**src/rtl/msp430_mpsoc_pkg.sv**
```systemverilog
// Shared types and helpers for MPSoC shared-resource arbiters.
// Imported by the Blackbone external-port arbiter and its sub-blocks.
package msp430_mpsoc_pkg;

  typedef enum logic [1:0] {
    IDLE,
    ISSUE,
    WAIT,
    DONE
  } bb_arb_state_t;

  // Width of an index able to address n distinct items (at least 1 bit).
  function automatic int idx_w(input int n);
    return (n < 2) ? 1 : $clog2(n);
  endfunction

endpackage

```
**src/rtl/msp430_rr_arbiter.sv**
```systemverilog
// Combinational round-robin picker: first request at or above the
// pointer, wrapping past NODES-1 to 0.
import msp430_mpsoc_pkg::*;

module msp430_rr_arbiter #(
  parameter int NODES = 4,
  parameter int IW    = idx_w(NODES)
) (
  input  logic [NODES-1:0] i_req,
  input  logic [IW-1:0]    i_ptr,
  output logic [NODES-1:0] o_gnt,
  output logic [IW-1:0]    o_idx,
  output logic             o_vld
);

  function automatic int wrap(input int p, input int i);
    return (p + i) % NODES;
  endfunction

  always_comb begin
    o_gnt = '0;
    o_idx = '0;
    o_vld = 1'b0;
    for (int i = 0; i < NODES; i++) begin
      if (!o_vld && i_req[wrap(int'(i_ptr), i)]) begin
        o_vld = 1'b1;
        o_gnt[wrap(int'(i_ptr), i)] = 1'b1;
        o_idx = IW'(wrap(int'(i_ptr), i));
      end
    end
  end

endmodule

```
**src/rtl/msp430_bb_ext_arbiter.sv**
```systemverilog
// Shares one external Blackbone memory port among NODES tiles,
// round-robin, one outstanding access, per-tile completion ack.
import msp430_mpsoc_pkg::*;

module msp430_bb_ext_arbiter #(
  parameter int AW          = 32,
  parameter int DW          = 32,
  parameter int NODES       = 4,
  parameter int MEM_LATENCY = 1
) (
  input  logic                     clk,
  input  logic                     rst,
  input  logic [NODES-1:0][AW-1:0] bb_ext_addr_i,
  input  logic [NODES-1:0][DW-1:0] bb_ext_din_i,
  input  logic [NODES-1:0]         bb_ext_en_i,
  input  logic [NODES-1:0]         bb_ext_we_i,
  output logic [NODES-1:0][DW-1:0] bb_ext_dout_o,
  output logic [NODES-1:0]         bb_ext_ack_o,
  output logic [AW-1:0]            mem_addr,
  output logic [DW-1:0]            mem_din,
  output logic                     mem_en,
  output logic                     mem_we,
  input  logic [DW-1:0]            mem_dout,
  output logic                     busy
);

  localparam int IW = idx_w(NODES);
  localparam int CW = idx_w(MEM_LATENCY + 1);

  bb_arb_state_t    r_state;
  bb_arb_state_t    w_next;
  logic [IW-1:0]    r_ptr;
  logic [IW-1:0]    r_idx;
  logic [AW-1:0]    r_addr;
  logic [DW-1:0]    r_din;
  logic             r_we;
  logic [CW-1:0]    r_cnt;
  logic [NODES-1:0] w_gnt;
  logic [IW-1:0]    w_idx;
  logic             w_vld;

  msp430_rr_arbiter #(
    .NODES (NODES),
    .IW    (IW)
  ) u_rr (
    .i_req (bb_ext_en_i),
    .i_ptr (r_ptr),
    .o_gnt (w_gnt),
    .o_idx (w_idx),
    .o_vld (w_vld)
  );

  always_comb begin
    w_next       = r_state;
    bb_ext_ack_o = '0;
    mem_en       = 1'b0;
    mem_addr     = r_addr;
    mem_din      = r_din;
    mem_we       = r_we;
    busy         = (r_state != IDLE);
    unique case (r_state)
      IDLE:    if (w_vld) w_next = ISSUE;
      ISSUE: begin
        mem_en = 1'b1;
        w_next = r_we ? DONE : WAIT;
      end
      WAIT:    if (r_cnt == CW'(1)) w_next = DONE;
      DONE: begin
        bb_ext_ack_o[r_idx] = 1'b1;
        w_next = IDLE;
      end
      default: w_next = IDLE;
    endcase
  end

  // Request fields are frozen at grant; later input changes are ignored.
  always_ff @(posedge clk) begin
    if (rst) begin
      r_state       <= IDLE;
      r_ptr         <= '0;
      r_idx         <= '0;
      r_addr        <= '0;
      r_din         <= '0;
      r_we          <= 1'b0;
      r_cnt         <= '0;
      bb_ext_dout_o <= '0;
    end else begin
      r_state <= w_next;
      unique case (r_state)
        IDLE: if (w_vld) begin
          r_idx  <= w_idx;
          r_addr <= bb_ext_addr_i[w_idx];
          r_din  <= bb_ext_din_i[w_idx];
          r_we   <= bb_ext_we_i[w_idx];
        end
        ISSUE: r_cnt <= CW'(MEM_LATENCY);
        WAIT: begin
          r_cnt <= r_cnt - 1'b1;
          if (r_cnt == CW'(1))
            bb_ext_dout_o[r_idx] <= mem_dout;
        end
        DONE: r_ptr <= (r_idx == IW'(NODES - 1)) ?
                       '0 : r_idx + 1'b1;
        default: ;
      endcase
    end
  end

endmodule

```
**config.mk**
```make
export PLATFORM = sky130hd
export DESIGN_NAME = msp430_bb_ext_arbiter
export DESIGN_NICKNAME = d
export VERILOG_FILES = /design/src/rtl/msp430_mpsoc_pkg.sv /design/src/rtl/msp430_rr_arbiter.sv /design/src/rtl/msp430_bb_ext_arbiter.sv
export SDC_FILE = /design/constraint.sdc
export NUM_CORES = 1
export LEC_CHECK = 0
export CELL_PAD_IN_SITES_DETAIL_PLACEMENT = 1
export CELL_PAD_IN_SITES_GLOBAL_PLACEMENT = 1
export CORE_AREA = 2 2 193 195
export CTS_CLUSTER_DIAMETER = 150
export DETAILED_ROUTE_END_ITERATION = 16
export DIE_AREA = 0 0 195 197
export HOLD_SLACK_MARGIN = 0.05
export PLACE_DENSITY_LB_ADDON = 0.15
export SYNTH_ARGS = -nofsm -noshare
export SYNTH_HDL_FRONTEND = slang
export SYNTH_SLANG_ARGS = --single-unit
```
**constraint.sdc**
```tcl
create_clock -name clk -period 2.5 [get_ports clk]
set_input_delay 0.375 -clock clk [delete_from_list [all_inputs] [get_ports clk]]
set_output_delay 0.375 -clock clk [all_outputs]
set_load 0.1 [all_outputs]
```
==> flow_summary.yaml, run 1 <==
layout:
  syn2layout_area_growth_pct: 61.9
  utilization: 0.402
  fin_nets: 1762
  drive_gt1_frac: 0.216
  fill_cells: 4198
synth:
  synth_edf_count: 0
  synth_cell_types: 30
  synth_fp_nets: 1297
  synth_common_cells: "nand2_1, dfxtp_1, a21oi_1, mux2i_1, o221ai_2"
  syn_inst: 990
  ys_async_sr_fraction: 0
  yosysSeqAreaShare: 0.445
  synth_area_mm2: 0.00901
  avgSynthCellArea_um2: 9.10
  yosysWarnings: 0
  synth_top_area_share: 0.445
  synth_most_common_cell: "nand2_1"
  synth-seq-cells: 200
  yosys-top-cells-area: "dfxtp_1, mux2i_1, nand2_1"
  yosysTopAreaCell: "dfxtp_1"
  synth_ff_type: "dfxtp_1"
critical_path:
  cp_max_fo: 6
  rr_worst_depth: 7
  required_ns: 2.12
  end_kind: "output port"
  start_kind: "flop"
  cp.arrival_ns: 1.67
  setup.worst_path.class: "reg -> out"
  r2r_setup_slack_ns: 0.61
route:
  totalWireLength_mm: 42.5
  postRouteAntennaNets: 0
  drtPass1Iterations: 4
  drc: 0
  wl_per_cell_um: 21.8
  via_per_inst: 4.64
  drt_iter0_markers: 342
  num_vias: 9026
cts:
  tritoncts.num_buffers: 17
  cts_tree: "done"
  clockBufferDepth: 2
  worstSkewPairLatency_ns: 0.46
  post_cts_buffers: 0
  postCtsHoldBufs: 0
  clkTransAtPathRegs_ns: 0.08
  ctsResizeCount: 0
  clock-sinks: 200
  cts_root_buf: "clkbuf_16"
  h-tree-depth: 4
power_and_ir_drop:
  clockPowerShare: 0.222
  vdd_drop_max_mv: 0.482
  p_per_area_mw_per_mm2: 900
  p_int_mw: 6.87
  p_switching_mw: 6.26
  p_sw_frac: 0.477
  combPwrFrac: 0.480
  fin_total_pwr_mw: 13.1
  p_seq_frac: 0.298
  p_leak_nw: 5.51
die:
  dieArea_mm2: 0.0384
  die_y_um: 197
  core_mm2: 0.0363
  start_util: 0.248
  rows: 70
  io_pins: 497
  dieWidth_um: 195
global_route:
  gr-usage-met1: 0.241
  gr-usage-all-layers: 0.218
  use_met2: 0.376
  grt_pass1_wl_mm: 62.4
  top_usage_layer: "met2"
  antenna_found_initial: 14
  overflow: 0
  met3_usage: 0.0878
  grt_pass1_vias: 9358
  grt_max_degree: 136
worst_hold_path:
  hold_class: "reg -> reg"
  min_path_cells: 2
place:
  io_buffers: 496
  gp_congestion: 0.881
  place_hpwl_mm: 31.9
  pre_cts_slack_ns: 0.113
sta:
  timing.hold.ws_ns: 0.458
  finalSetupViolCount: 0
  slew_viol_final: 0
  relSlewSlack: 0.533
  fin_ws_ns: 0.459
  timing.fmax_mhz: 490
  tns_ns: 0
  clock_skew_ns: 0.0120
  min_period_ns: 2.04
  period_share: 0.816
  rsz0062_at_grt: "no"
  tightest_slew_ns: 0.701
  finalHoldViolations: 0
outcome:
  status: "finished clean"
job:
  maxCapViolations: 0
==> final timing paths <==
check / end / startpoint
setup / recovery: bb_ext_ack_o[1] / r_state[1]
hold / removal: bb_ext_dout_o[87] / bb_ext_dout_o[87]
setup reg to reg: mem_we / r_state[1]
hold reg to reg: bb_ext_dout_o[87] / bb_ext_dout_o[87]
==> per-layer routing <==
layer,share of wire,up-vias
met5,0.00096,-
met1,0.39,4321
met4,0.027,6
met3,0.088,49
met2,0.49,292
li1,-,4358
==> layout make-up <==
class	instances	area [um^2]	share of cell area
repair buffers	526	4890	0.335
multi-input cells	702	4460	0.306
flip-flops and latches	200	4000	0.275
well taps	468	586	0.0402
clock buffers	19	433	0.0297
clock inverters	13	151	0.0104
inverters	8	30.0	0.00206
diodes	11	27.5	0.00189
==> flip-flops by register name (all words and copies together) (netlist names) <==
| register | flops |
|---|---|
| mem_addr | 32 |
| bb_ext_dout_o | 128 |
| r_state | 2 |
| r_cnt | 1 |
| r_idx | 2 |
| mem_we | 1 |
| mem_din | 32 |
| r_ptr | 2 |
==> cell usage in the layout, fill, tap and decap left out, drive strengths merged <==
cell / instances
and2b: 1
mux2i: 133
a22o: 1
bufinv: 2
nor4: 1
inv: 17
clkinv: 2
o21ai: 2
nand2: 324
o221ai: 65
a221oi: 1
and3: 4
nor2b: 1
buf: 230
o211ai: 1
a21oi: 136
clkbuf: 19
ha: 9
diode: 11
dfxtp: 200
and2: 4
a22oi: 1
clkdlybuf4s50: 296
nor2: 9
nand2b: 4
nand3: 5
==> logic make-up after synthesis <==
family,after synthesis,synth area share
AOI/OAI and AO/OA,207,0.180
buffers and inverters,88,0.0629
and+or+nand+nor,353,0.152
DFF,200,0.445
muxes,133,0.148
adders and majority gates,9,0.0125
==> per-stage QoR <==
stage | area (um^2) | std cells
floorplan | 9010 | 990
global placement | 14000 | 1904
detailed placement | 14000 | 1904
CTS | 14600 | 1936
global route | 14600 | 1941
finish | 14600 | 1947
==> power by group through the flow <==
stage | sequential [mW] | combinational [mW] | clock (mW)
after floorplan | 6.78 | 1.73 | 0
after global placement | 3.98 | 6.31 | 0
after detailed placement | 3.98 | 6.36 | 0
after CTS | 3.91 | 6.37 | 3.02
after global routing | 3.96 | 6.54 | 3.15
final | 3.91 | 6.30 | 2.92
==> critical path: stages, from the launching register on <==
cell	delay, ns
dfxtp_1	0.38
ha_1	0.34
and2_1	0.19
buf_4	0.29
Note: power is estimated with default switching activity, not from simulation.
==> run 2: changes to the inputs <==
--- a/config.mk
+++ b/config.mk
@@ -7,10 +7,10 @@
 export LEC_CHECK = 0
 export CELL_PAD_IN_SITES_DETAIL_PLACEMENT = 1
 export CELL_PAD_IN_SITES_GLOBAL_PLACEMENT = 1
-export CORE_AREA = 2 2 193 195
+export CORE_AREA = 2 2 194 196
 export CTS_CLUSTER_DIAMETER = 150
 export DETAILED_ROUTE_END_ITERATION = 16
-export DIE_AREA = 0 0 195 197
+export DIE_AREA = 0 0 196 198
 export HOLD_SLACK_MARGIN = 0.05
 export PLACE_DENSITY_LB_ADDON = 0.15
 export SYNTH_ARGS = -nofsm -noshare
==> constraint.sdc (replaced) <==
create_clock -name clk -period 2 [get_ports clk]
set_input_delay 0.3 -clock clk [delete_from_list [all_inputs] [get_ports clk]]
set_output_delay 0.3 -clock clk [all_outputs]
set_load 0.1 [all_outputs]
==> flow_summary.yaml, run 2 (synthesized netlist as in run 1, its figures left out) <==
outcome:
  status: "finished clean"
sta:
  rsz0062_at_grt: "no"
  slew_viol_final: 0
  relSlewSlack: 0.516
  finalHoldViolations: 0
  fin_ws_ns: 0.143
  clock_skew_ns: 0.0119
  timing.hold.ws_ns: 0.372
  tightest_slew_ns: 0.726
  timing.fmax_mhz: 538
  finalSetupViolCount: 0
  period_share: 0.929
  min_period_ns: 1.86
cts:
  worstSkewPairLatency_ns: 0.45
  cts_tree: "done"
  clockBufferDepth: 2
  postCtsHoldBufs: 0
  h-tree-depth: 4
  clock-sinks: 200
  clkTransAtPathRegs_ns: 0.08
  tritoncts.num_buffers: 17
  post_cts_buffers: 0
  cts_root_buf: "clkbuf_16"
worst_hold_path:
  min_path_cells: 3
  worstHoldStart: "rst"
  hold_path_end: "r_ptr[1]"
  hold_class: "in -> reg"
place:
  pre_cts_slack_ns: -0.303
  gp_congestion: 0.821
  io_buffers: 496
  place_area_mm2: 0.0143
  place_hpwl_mm: 31.9
die:
  dieArea_mm2: 0.0388
  dieWidth_um: 196
  start_util: 0.244
  core_mm2: 0.0370
  die_y_um: 198
  io_pins: 497
  rows: 71
critical_path:
  r2r-end: "mem_din[12]"
  setup.worst_path.class: "reg -> out"
  end_kind: "output port"
  r2r_start: "r_ptr[0]"
  crit_path_max_incr_delay_ns: 0.36
  path_common_cell: "inv_1"
  path_buf_inv: 4
  start_kind: "flop"
  r2r_setup_slack_ns: 0.18
  cp_max_fo: 4
  worstPathCellList: "inv_1 -> ha_1 -> buf_4 -> inv_1 -> buf_12"
  cp.arrival_ns: 1.56
  rr_worst_depth: 7
  required_ns: 1.70
  cp_top_family: "buffers and inverters"
  critical-path-slowest-cell: "dfxtp_2"
power_and_ir_drop:
  p_leak_nw: 5.65
  p_per_area_mw_per_mm2: 1110
  vdd_drop_max_mv: 0.608
  fin_total_pwr_mw: 16.5
job:
  maxCapViolations: 0
global_route:
  overflow: 0
  grt_pass1_vias: 9283
  gr-usage-all-layers: 0.212
  grt_pass1_wl_mm: 61.2
  grt_max_degree: 136
  antenna_found_initial: 9
route:
  wl_per_cell_um: 21.5
  totalWireLength_mm: 42.2
  drc: 0
  drtPass1Iterations: 4
  via_per_inst: 4.64
  postRouteAntennaNets: 0
  drt_iter0_markers: 282
  num_vias: 9125
layout:
  largest_register_ffs: 128
  regMostFlops: "bb_ext_dout_o"
  fill_cells: 4237
  fin_nets: 1782
  final_cell_mix: "nand2_1, clkdlybuf4s50_1, buf_4"
  stdcell_area_mm2: 0.0149
  drive_gt1_frac: 0.229
  utilization: 0.403
  syn2layout_area_growth_pct: 65.6
  layout.cells.most_common: "nand2_1"
-- run 2: per-layer routing --
layer	global-route usage	up-vias	part of all wire
met2	0.366	286	0.50
met1	0.241	4397	0.40
met4	0.0727	10	0.021
li1	-	4388	-
met3	0.0807	44	0.084
met5	0	-	0.0014
-- run 2: through the flow --
step	TNS, ns	cells
final	0	1966
after global routing	0	1965
after CTS	0	1961
after detailed placement	-16.55	1930
after global placement	-15.95	1930
after floorplan	0	990
-- run 2: cell type report --
cell class              instances  area (um^2)  area share
repair buffers                546         5230       0.351
clock buffers                  19          443      0.0297
clock inverters                12          136     0.00915
multi-input cells             702         4460       0.299
well taps                     474          593      0.0398
flip-flops and latches        200         4010       0.269
inverters                       8         30.0     0.00201
diodes                          5         12.5    0.000839
-- run 2: power by group --
group          switching (mW)  internal (mW)  total, mW
combinational            5.74           2.34       8.09
sequential              0.352           4.53       4.89
clock                    1.77           1.80       3.57
total                    7.87           8.67       16.5
-- run 2: worst max-delay path by stage --
stage | end | startpoint | depth (start not counted)
3_3_place_gp | mem_addr[6] | bb_ext_en_i[0] | 8
3_5_place_dp | mem_din[12] | bb_ext_en_i[0] | 9
4_1_cts | bb_ext_ack_o[1] | r_state[0] | 3
6_report | busy | r_state[0] | 5
2_1_floorplan | r_state[0] | r_state[1] | 6
5_1_grt | bb_ext_ack_o[2] | r_idx[0] | 4
-- run 2: timing repair --
action	in CTS	in global routing
resized for setup	0	3
endpoints found under the setup margin	0	4
endpoints found under the hold margin	0	0
-- run 2: worst register-to-register path: cells and delay by family (launching register included) --
family / cells / cell delay [ns]
buffers and inverters: 2 / 0.46
AO/OA/AOI/OAI: 3 / 0.43
flip-flops: 1 / 0.36
multiplexers: 1 / 0.30
AND/OR/NAND/NOR: 1 / 0.14
==> RTL edit 1 (settings of run 2) <==
Re-encode `bb_arb_state_t` (4 states) as one-hot, 4 bits wide.
--- a/src/rtl/msp430_mpsoc_pkg.sv
+++ b/src/rtl/msp430_mpsoc_pkg.sv
@@ -2,11 +2,11 @@
 // Imported by the Blackbone external-port arbiter and its sub-blocks.
 package msp430_mpsoc_pkg;
 
-  typedef enum logic [1:0] {
-    IDLE,
-    ISSUE,
-    WAIT,
-    DONE
+  typedef enum logic [3:0] {
+    IDLE  = 4'b0001,
+    ISSUE = 4'b0010,
+    WAIT  = 4'b0100,
+    DONE  = 4'b1000
   } bb_arb_state_t;
 
   // Width of an index able to address n distinct items (at least 1 bit).
Check against the original RTL: same outputs for any inputs over 4 cycles, from zero or initial values and one cycle with rst high; so few cycles prove little.
==> RTL edit 1 against run 2 <==
  * The flow now finishes with violations (negative setup slack)
  * Cell count rose by 1.4%
  * Worst setup slack got worse by 140 ps
  * First-iteration DRC count is 14% lower
  * Non-clock buffer count grew 12
  * Routed wire length shrank 3.1%
  * Critical path depth decreased by 1
  * Sequential cell count rose by 2
  * Final area increased by 2.2%
  * Register-to-register slack better by 20 ps
  * Global-route usage fell by 0.83 points
  * Die area unchanged
  * Core utilization up 0.89 points
  * Synthesized area barely moved
  * Critical path type unchanged
  * Critical endpoint is now bb_ext_ack_o[0]
Power is not compared: it rests on default switching activity, and its combinational part moved more than twofold at a synthesized area within 25%.
==> RTL edit 1: results (changes against run 2) <==
----------------------------------------------------
[Drt]
  Routed wire length ... 40.9 mm (-3.1%)
  Count of vias placed by the detailed router ... 9,244 (+1.3%)

[Yosys]
  Commonest cells in the synthesized netlist ... nand2_1 (331), dfxtp_1 (202), a21oi_1 (135)
  Part of the Yosys area used for sequential elements ... 0.449 (+0.00463)

[Place]
  Final RePlAce weighted congestion ... 0.859 (+4.7%)
  HPWL after DPL ... 32.0 mm (+0.29%)
  Placed Cells ... 1,943 (+0.67%)

[Setup path]
  Cell type group with the largest total delay on the critical path ... simple AND/OR/NAND/NOR gates
  Maximum cell stage delay along the critical path ... 320 ps (-40 ps)
  Critical path arrival ... 1700 ps (+140 ps)

[GRT]
  Total routing usage reported by global routing ... 0.204 (-0.00832)
  Met2 Resource Use GR ... 0.361 (-0.00448)
  Pin count of the biggest net entering global routing ... 73 (-46%)
  Vias in the first global route ... 9,813 (+5.7%)
  Global-route track usage on met3 ... 0.0603 (-0.0204)
  Met1 Resource Use GR ... 0.234 (-0.00717)

[CTS]
  Clock slew seen by the registers of the worst setup and hold paths ... 60 ps (-20 ps)
  Number of levels in the clock H-tree ... 1 (-3)
  Clock latency of the later-clocked register in the worst-skew pair ... 530 ps (+80 ps)

[Finish]
  Share of cells above drive strength 1 ... 0.243 (+0.0141)
  Number of standard cells in the layout, taps in and fillers out ... 1,994 (+1.4%)
  # nets final ... 1,806 (+1.3%)

[STA]
  Final setup vio count ... 1 (+1)
  Worst Setup Slack, final ... -0.685 ps (-143 ps)
  Final worst clock skew ... 10.6 ps (-1.36 ps)

[Status]
  Run status ... finished, violations left
  Failing checks ... negative setup slack

----------------------------------------------------
==> RTL edit 1: cell families (layout without fill, tap and decap cells) <==
family,Yosys count,after routing,share of synthesized area
AND/OR/NAND/NOR,368,368,0.165
other,0,4,0
multiplexers,131,131,0.146
flip-flops,202,202,0.449
AO/OA/AOI/OAI,208,208,0.180
adder cells (fa/ha/maj),4,4,0.00556
buffers and inverters,87,603,0.0539
==> RTL edit 1: per-layer routing <==
layer	part of all wire	routed length, um
met1	0.40	16200
met2	0.50	20300
met3	0.072	2960
met4	0.034	1400
met5	0.00064	26
==> RTL edit 1: worst reg2reg max path, delay by kind of cell (launching register included) <==
family | cells | cell delay (ps)
compound gates | 1 | 230
flops | 1 | 360
buf+inv | 3 | 480
simple gates | 4 | 670
==> RTL edit 1: cell type report <==
type                            count  area [sq um]  area share
Antenna cell                        4          10.0    0.000657
Inverter                            6          22.5     0.00148
Clock inverter                      3          30.0     0.00197
Sequential cell                   202          4050       0.266
Timing Repair Buffer              558          5270       0.346
Multi-Input combinational cell    711          4550       0.298
Clock buffer                       36           717      0.0470
Tap cell                          474           593      0.0389
==> RTL edit 1: what timing repair did <==
action	CTS	global route
setup endpoints to repair	5	21
cloned	0	0
setup buffers	6	2
resized for setup	13	5
pin swaps	5	2
==> RTL edit 1: path summary, 6_finish.rpt <==
kind	startpoint	endpoint	slack, ps	cells past startpoint
worst max register to register	r_state[2]	mem_din[6]	200	8
worst min register to register	bb_ext_dout_o[66]	bb_ext_dout_o[66]	450	2
worst min-delay path	rst	bb_ext_dout_o[101]	140	2
worst max-delay path	r_state[0]	bb_ext_ack_o[0]	-0.7	4
==> RTL edit 2 (flow settings as in run 2) <==
Made on the original files. Set the parameter `MEM_LATENCY` to 2 (it was 1).
--- a/src/rtl/msp430_bb_ext_arbiter.sv
+++ b/src/rtl/msp430_bb_ext_arbiter.sv
@@ -6,7 +6,7 @@
   parameter int AW          = 32,
   parameter int DW          = 32,
   parameter int NODES       = 4,
-  parameter int MEM_LATENCY = 1
+  parameter int MEM_LATENCY = 2
 ) (
   input  logic                     clk,
   input  logic                     rst,
Behaviour: not the same (a bounded check fails within 4 cycles, from zero or initial values and one cycle with rst high).
==> RTL edit 2 against run 2 <==
  * Worst setup slack worse by 61 ps
  * Sequential cell count up 1
  * Fmax down 3.2%
  * Power up 5.3%
  * Final area up 2.2%
  * Worst hold slack better by 22 ps
  * Routed wire length up 0.87%
  * Register-to-register slack worse by 98 ps
  * Critical path depth up 2
  * Synthesized area down 0.67%
  * First-iteration DRC count down 1.1%
  * Synthesized cell count up 0.61%
  * Cell count up 1.3%
  * Largest cell class unchanged
==> RTL edit 2: results (changes against run 2) <==
----------------------------------------------------
[Place]
  Post-placement worst setup slack ... -472 ps (-169 ps)
  Final RePlAce weighted congestion ... 0.873 (+6.4%)
  HPWL after DPL ... 32.1 mm (+0.69%)
  Placement-stage cell area ... 0.0143 sq mm (+0.24%)

[GRT]
  Global-route track usage on met3 ... 0.0780 (-0.00273)
  Vias in the first global route ... 9,824 (+5.8%)
  Met2 Resource Use GR ... 0.368 (+0.00198)
  Met1 Resource Use GR ... 0.245 (+0.00386)
  Number of antenna violations at the first check in global routing ... 5 (-4)
  First-pass GRT wire length ... 63.1 mm (+3.2%)

[STA]
  Final worst clock skew ... 15.7 ps (+3.79 ps)

[Finish]
  Share of cells above drive strength 1 ... 0.240 (+0.0110)
  # nets final ... 1,805 (+1.3%)
  Number of fillers in the final layout ... 4,265 (+0.66%)

[Setup path]
  Critical path's slowest cell ... mux2i_1
  Critical path arrival ... 2330 ps (+770 ps)
  Cell type group with the largest total delay on the critical path ... compound AO/OA/AOI/OAI gates

[Yosys]
  Post-synthesis net count ... 1,304 (+0.54%)
  Number of distinct library cells after synthesis ... 31 (+3.3%)
  Part of the Yosys area used for sequential elements ... 0.450 (+0.00522)
  Commonest cells in the synthesized netlist ... nand2_1 (324), dfxtp_1 (201), a21oi_1 (134)

[Power and ir drop]
  Sw Ratio ... 0.443 (-0.0327)
  Maximum VDD drop ... 0.566 mV (-6.9%)
  Clock group power ... 4.76 mW (+33%)
  Leakage power summed over all cells ... 5.81 nW (+2.8%)

[Status]
  Run status ... completed

[Drt]
  Via density ... 4.65 (about the same)
  DRT iter0 DRCs ... 279 (-1.1%)
  Length of routed wiring on met1 ... 17.1 mm (+2.1%)
  Met2 routed wirelength ... 20.1 mm (-3.8%)
  DR WL/cell ... 21.4 um (-0.45%)

[CTS]
  TritonCTS buffer count ... 25 (+8)
  Clock slew seen by the registers of the worst setup and hold paths ... 60 ps (-20 ps)
  Number of levels in the clock H-tree ... 1 (-3)
  Max Buffers Root-to-Sink ... 3 (+1)

----------------------------------------------------
==> RTL edit 2: cell count changes after synthesis, moves of 3 or more <==
cell,delta
buf_4,+12
buf_2,-11
clkbuf_1,+9
buf_6,-8
buf_12,-5
buf_1,+3
==> RTL edit 2: layout make-up <==
class,instances,area [sq um],area share
inverters,9,37.5,0.00246
clock buffers,37,751,0.0493
clock inverters,8,108,0.00706
multi-input cells,706,4520,0.297
well taps,474,593,0.0389
repair buffers,554,5190,0.341
diodes,3,7.51,0.000493
flip-flops and latches,201,4030,0.264
==> RTL edit 2: timing repair <==
action	CTS	global route
pin swaps	0	0
endpoints found under the hold margin	1	0
resized for setup	2	2
endpoints found under the setup margin	4	2
hold buffers	1	0
==> RTL edit 2: worst paths after layout <==
check | from | endpoint | slack (ps) | cells after the start
worst max-delay path | r_ptr[1] | mem_addr[0] | 80 | 7
worst min-delay path | mem_dout[1] | bb_ext_dout_o[1] | 390 | 3
worst max register to register | r_ptr[1] | mem_addr[0] | 80 | 7
worst min register to register | bb_ext_dout_o[67] | bb_ext_dout_o[67] | 450 | 2
==> RTL edit 2: metrics by stage <==
| step | cells | power, mW |
|---|---|---|
| after global placement | 1943 | 12.8 |
| after global routing | 1990 | 18.1 |
| final | 1992 | 17.4 |
| after detailed placement | 1943 | 12.8 |
| after CTS | 1989 | 17.7 |
| after floorplan | 996 | 10.3 |
==> RTL edit 2: logic make-up (layout without fill, tap and decap cells) <==
family                     count (synthesis)  in the layout  share of synthesized area
AOI/OAI and AO/OA                        209            209                      0.182
and+or+nand+nor                          354            354                      0.154
adders and majority gates                 10             10                     0.0140
buffers and inverters                     89            608                     0.0515
other                                      0              3                          0
DFF                                      201            201                      0.450
muxes                                    133            133                      0.149
